==> src/rtl/mem_sweep_pkg.sv <==
// Shared types and the signature fold for the memory sweep controller and its
// readback helpers.
package mem_sweep_pkg;

  localparam int SIG_W = 32;

  typedef enum logic [2:0] {
    ST_IDLE  = 3'd0,
    ST_FILL  = 3'd1,
    ST_SIG   = 3'd2,
    ST_DRAIN = 3'd3,
    ST_FIN   = 3'd4
  } sweep_state_e;

  typedef enum logic [1:0] {
    MODE_SIG  = 2'd0,
    MODE_FILL = 2'd1
  } sweep_mode_e;

  // Rotate left by one, then XOR in the (already zero-extended) data word.
  function automatic logic [SIG_W-1:0] sig_step(input logic [SIG_W-1:0] sig,
                                                input logic [SIG_W-1:0] data);
    return {sig[SIG_W-2:0], sig[SIG_W-1]} ^ data;
  endfunction

endpackage

==> src/rtl/mem_sweep_sig.sv <==
// Signature accumulator: clear has priority, otherwise folds data when valid.
// sig_nxt exposes the value sig takes at the next edge.
module mem_sweep_sig
  import mem_sweep_pkg::*;
#(
  parameter int WID = 2
) (
  input  logic             clk,
  input  logic             reset,
  input  logic             clear,
  input  logic             valid,
  input  logic [WID-1:0]   data,
  output logic [SIG_W-1:0] sig,
  output logic [SIG_W-1:0] sig_nxt
);

  logic [SIG_W-1:0] data_ext;
  assign data_ext = SIG_W'(data);

  always_comb begin
    sig_nxt = sig;
    if (clear)      sig_nxt = '0;
    else if (valid) sig_nxt = sig_step(sig, data_ext);
  end

  always_ff @(posedge clk) begin
    if (!reset) sig <= '0;
    else        sig <= sig_nxt;
  end

endmodule

==> src/rtl/mem_sweep_ctrl.sv <==
// Sweep sequencer and user-port arbiter in front of one registered-read RAM.
// FILL writes a constant everywhere; SIG folds every word into a signature.
module mem_sweep_ctrl
  import mem_sweep_pkg::*;
#(
  parameter int WID_MEM   = 2,
  parameter int DEPTH_MEM = 8192
) (
  input  logic               clk,
  input  logic               reset,
  input  logic               start,
  input  logic [1:0]         mode,
  input  logic [WID_MEM-1:0] fill_val,
  input  logic [31:0]        sig_exp,
  output logic               busy,
  output logic               done,
  output logic               err,
  output logic [31:0]        sig,
  output logic               sig_ok,
  input  logic               user_req,
  input  logic               user_we,
  input  logic [31:0]        user_addr,
  input  logic [WID_MEM-1:0] user_din,
  output logic               user_gnt,
  output logic               user_rvalid,
  output logic [WID_MEM-1:0] user_dout,
  output logic [31:0]        mem_raddr,
  output logic [31:0]        mem_waddr,
  output logic [WID_MEM-1:0] mem_din,
  output logic               mem_we,
  input  logic [WID_MEM-1:0] mem_dout,
  output logic [2:0]         dbg_state
);

  localparam int CNT_W = $clog2(DEPTH_MEM);
  localparam logic [CNT_W-1:0] CNT_LAST = CNT_W'(DEPTH_MEM - 1);

  sweep_state_e       state;
  logic [CNT_W-1:0]   cnt;
  logic               vld_q;
  logic [WID_MEM-1:0] fill_val_q;
  logic [31:0]        sig_exp_q;
  logic [31:0]        sig_nxt;
  logic               sig_clear;

  assign dbg_state = state;
  assign sig_clear = (state == ST_IDLE) && start;

  mem_sweep_sig #(.WID(WID_MEM)) u_sig (
    .clk     (clk),
    .reset   (reset),
    .clear   (sig_clear),
    .valid   (vld_q),
    .data    (mem_dout),
    .sig     (sig),
    .sig_nxt (sig_nxt)
  );

  // User handshake: an access is taken in any cycle with user_req && user_gnt
  // and completes that cycle; a read returns user_dout with user_rvalid one
  // cycle later. The requester holds user_req (and its fields) until granted.
  assign user_gnt  = (state == ST_IDLE) && user_req;
  assign user_dout = mem_dout;

  always_comb begin
    mem_we    = 1'b0;
    mem_raddr = '0;
    mem_waddr = '0;
    mem_din   = '0;
    case (state)
      ST_IDLE: begin
        if (user_req) begin
          mem_we    = user_we;
          mem_raddr = user_addr;
          mem_waddr = user_addr;
          mem_din   = user_din;
        end
      end
      ST_FILL: begin
        mem_we    = 1'b1;
        mem_waddr = 32'(cnt);
        mem_din   = fill_val_q;
      end
      ST_SIG:  mem_raddr = 32'(cnt);
      default: ;
    endcase
  end

  always_ff @(posedge clk) begin
    if (!reset) begin
      state       <= ST_IDLE;
      cnt         <= '0;
      vld_q       <= 1'b0;
      busy        <= 1'b0;
      done        <= 1'b0;
      err         <= 1'b0;
      sig_ok      <= 1'b0;
      user_rvalid <= 1'b0;
      fill_val_q  <= '0;
      sig_exp_q   <= '0;
    end else begin
      done        <= 1'b0;
      user_rvalid <= 1'b0;
      // The read issued in a SIG cycle returns data one cycle later.
      vld_q       <= (state == ST_SIG);
      case (state)
        ST_IDLE: begin
          user_rvalid <= user_req && !user_we;
          if (start) begin
            fill_val_q <= fill_val;
            sig_exp_q  <= sig_exp;
            cnt        <= '0;
            busy       <= 1'b1;
            sig_ok     <= 1'b0;
            err        <= 1'b0;
            case (sweep_mode_e'(mode))
              MODE_SIG:  state <= ST_SIG;
              MODE_FILL: state <= ST_FILL;
              default: begin
                state <= ST_FIN;
                err   <= 1'b1;
                done  <= 1'b1;
              end
            endcase
          end
        end
        ST_FILL: begin
          cnt <= cnt + 1'b1;
          if (cnt == CNT_LAST) begin
            state  <= ST_FIN;
            done   <= 1'b1;
            sig_ok <= (sig_nxt == sig_exp_q);
          end
        end
        ST_SIG: begin
          cnt <= cnt + 1'b1;
          if (cnt == CNT_LAST) state <= ST_DRAIN;
        end
        ST_DRAIN: begin
          // sig_nxt already includes the last word folded at this edge.
          state  <= ST_FIN;
          done   <= 1'b1;
          sig_ok <= (sig_nxt == sig_exp_q);
        end
        ST_FIN: begin
          state <= ST_IDLE;
          busy  <= 1'b0;
        end
        default: begin
          state <= ST_IDLE;
          busy  <= 1'b0;
        end
      endcase
    end
  end

endmodule

==> config.mk <==
export PLATFORM = sky130hd
export DESIGN_NAME = mem_sweep_ctrl
export DESIGN_NICKNAME = d
export VERILOG_FILES = /design/src/rtl/mem_sweep_pkg.sv /design/src/rtl/mem_sweep_sig.sv /design/src/rtl/mem_sweep_ctrl.sv
export SDC_FILE = /design/constraint.sdc
export NUM_CORES = 1
export LEC_CHECK = 0
export BUFFER_PORTS_ARGS = -buffer_cell sky130_fd_sc_hd__buf_2
export CORE_ASPECT_RATIO = 0.9
export CORE_MARGIN = 1
export CORE_UTILIZATION = 35
export CTS_CLUSTER_SIZE = 14
export DETAILED_ROUTE_END_ITERATION = 10
export HOLD_SLACK_MARGIN = 0.06
export PLACE_DENSITY_LB_ADDON = 0.1
export REMOVE_ABC_BUFFERS = 1
export SLEW_MARGIN = 20
export SYNTH_ARGS = -nofsm -noshare
export SYNTH_HDL_FRONTEND = slang
export SYNTH_SLANG_ARGS = --single-unit
==> constraint.sdc <==
create_clock -name clk -period 5 [get_ports clk]
set_clock_uncertainty 0.05 [all_clocks]
set_input_delay 0.25 -clock clk [delete_from_list [all_inputs] [get_ports clk]]
set_output_delay 0.25 -clock clk [all_outputs]
set_load 0.03 [all_outputs]
==> results.md <==
- Status: completed
- # resized after CTS: 0
- Number of diodes: 0
- Initial core utilization: approximately 36%
- Slew @ Worst Pin: 0.861 ns
- CTS buffer count: 9
- P&R area growth vs syn: 26.9%
- Ranking of synthesized cells by area: dfxtp_1 (36%), mux2i_1 (7.0%), nand2_1 (6.6%)
- Setup Fix Bufs, Post-CTS: 0
- Netlist cell types: 51
- Synth cell count leaders: dfxtp_1 (88), nand2_1 (85), nor2_1 (54), and2_1 (45), a21boi_0 (36)
- Hold-fix buffers, CTS: 0
- Max Clk Rate: 323 MHz
- Reg2reg start: dbg_state[0]$_SDFFE_PN0P_
- Post-Syn Area per Cell: between 8 and 9 sq um
- Top_reg_cell synth: dfxtp_1
- I/O pin cnt: approximately 190
- RSZ-0062 raised after global routing: false
- Crit-path max cell delay: around 0.83 ns
- Post-DRT Antenna Nets: 0
- DRT Pass-1 Iters: 4
- Critical Path Source: dbg_state[0]$_SDFFE_PN0P_
- Via count: roughly 4700
- Largest net degree at the start of global routing: 70
- Routed wire per std cell: about 15 um
- Clk buf depth: 2
- Finish-stage setup viols: 0
- Via-per-instance ratio: roughly 5.2
- Initial antenna violation count: 0
- Synthesis-stage register bit count: between 80 and 90
- Vias in the first global route: 4130
- Final Critical Period: 3.10 ns
- Yosys top cell by area: dfxtp_1
- PwrDens: ~310 nW/um^2
- Fraction of registers with async set/reset: 0%
- Endpoint type of the worst setup path: flop
- Routed WL: ~14000 um
- TritonCTS clock tree: built
- Syn. warnings: 0
- Startpoint Class: flop
- CP cell instances: nor4b_4, buf_12, a21oi_1, or3_1, a32o_1, or4_1, o31ai_2
- Share of cells above drive strength 1: slightly below 30%
- H-tree Lvls: 3
- DPL Wire Length: 9790 um
- Cell count after synthesis: 580
- Final hold viol count: 0
- Sink Count: between 80 and 90
- CTS clk-pin slew, worst paths: 0.06 ns
- Worst skew pair latency: about 0.34 ns
- Post-Layout Cell Count: about 900
- Critical path class: flop to flop
- Overflow after GRT: 0
- Routed met1 length: 6330 um
- Wire length on met3: between 700 and 800 um
- Part of the Yosys area used for sequential elements: 36.2%
- Die ar.: 14400 sq um
- CP delay by family, top: simple AND/OR/NAND/NOR gates
- Worst-path fanout max: a little over 50
- Max-capacitance violation count: 0
- Pleak: ~2.7 nW
- Initial DRC count: approximately 180
- Die X: roughly 130 um
- Port bufs: around 190
- Pins Over Slew Limit: 0
- Global-route wire length before repair: 21100 um
- CP arrival: ~3.3 ns
- DRC viols: 0
- Final Util: 45.8%
- Hold WC Path Type: input port to flop
- Std-Cell Rows: 40
- Tcrit/Tclk final: 62.0%
- Routed met2 length: 6320 um
- Clk root buf: clkbuf_16
- Worst IR Drop VDD: approximately 0.00021 V
- Count leader, synth: dfxtp_1
- Crit path buf inv count: 1
- Die Y-Extent: roughly 110 um
- Total track usage: between 10% and 20%
- Number of synthesized flops with an enable pin: 0
- CP max-delay cell: nor4b_4
- GP Congestion: ~0.76
- Fin nets: around 820
- Placed cells: around 900
- Top-area cell type share of the netlist area: a little over a third
- Area of the mapped netlist: slightly below 5000 sq um
- Worst hold start: sig_exp[14]
- Design Power: roughly 1.9 mW
- CP Data Required Time: 5.21 ns
- Core Area: 13500 sq um
- DR top layer: met4
- Slew HR: a little over two fifths
==> path summary, 6_finish.rpt <==
check                               end  slack [ns]  cells after the start
max reg2reg         sig_ok$_SDFFE_PN0P_        1.90                      7
min reg2reg            err$_SDFFE_PN0N_        0.42                      2
max                 sig_ok$_SDFFE_PN0P_        1.90                      7
min          sig_exp_q[14]$_SDFFE_PN0N_        0.10                      3
==> power by group <==
part / switching, mW / internal [mW] / total [mW]
clock: 0.271 / 0.451 / 0.723
combinational: 0.258 / 0.146 / 0.405
sequential: 0.0330 / 0.728 / 0.761
==> worst min-delay path: stages <==
cell and delay (ns):
buf_2 0.09, nand2_1 0.04, a21boi_0 0.06
==> placed cells by master, fill, tap and decap left out, types with 4 or more instances in the layout <==
cell,synthesis,final
a21boi_0,36,36
o22ai_1,4,4
mux2i_1,34,34
or3_1,8,8
buf_4,3,5
dfxtp_1,88,87
nand3_1,12,12
nand2b_1,13,13
nor4_1,12,12
nand4_1,4,4
a41oi_1,5,5
nor3b_1,4,4
a21oi_1,13,13
mux2_2,10,10
buf_2,3,186
xor2_1,18,18
a22o_1,29,29
nand2_1,85,83
clkbuf_16,0,9
xnor2_1,9,9
nor3_1,13,13
o21ai_0,5,5
nor2_1,54,53
and2_1,45,45
a41o_1,5,5
==> kinds of logic (layout without fill, tap and decap cells) <==
kind of cell	after synthesis	after routing	share of synthesized area (%)
simple gates	260	260	26.4
mux	44	44	9.32
flops	88	88	36.2
buf+inv	45	210	4.71
compound gates	115	115	18.2
fa+ha+maj	1	1	0.257
xor+xnor	27	27	4.86
==> registers in the layout, summed over array words and instances (netlist names) <==
register,cells
vld_q,1
sig_ok,1
u_sig.sig,32
sig_exp_q,32
err,1
cnt,13
busy,1
fill_val_q,2
user_rvalid,1
done,1
dbg_state,3
==> per-stage QoR <==
step / worst slack [ns] / cell area [sq um] / hold slack, ns / setup TNS (ns)
5_1_grt: 1.70 / 6170 / 0.110 / 0
6_report: 1.90 / 6170 / 0.103 / 0
3_3_place_gp: 1.99 / 5850 / 0.407 / 0
2_1_floorplan: -1.71 / 4640 / 0.322 / -112.04
3_5_place_dp: 1.91 / 5850 / 0.412 / 0
4_1_cts: 1.90 / 6160 / 0.0943 / 0
==> layer usage <==
layer / global-route usage, % / vias to the layer above
met5: 0 / -
met4: 5.78 / 0
met3: 4.32 / 15
met2: 31.4 / 149
met1: 23.8 / 2205
li1: - / 2354
==> cell type report <==
cell class                      count  area (sq um)
Fill cell                        1370          7290
Multi-Input combinational cell    447          2880
Sequential cell                    88          1760
Timing Repair Buffer              192           988
Clock buffer                       13           250
Tap cell                          168           210
Clock inverter                      3          65.1
Inverter                            2          7.51
No activity file was read; power rests on OpenSTA's default activity.
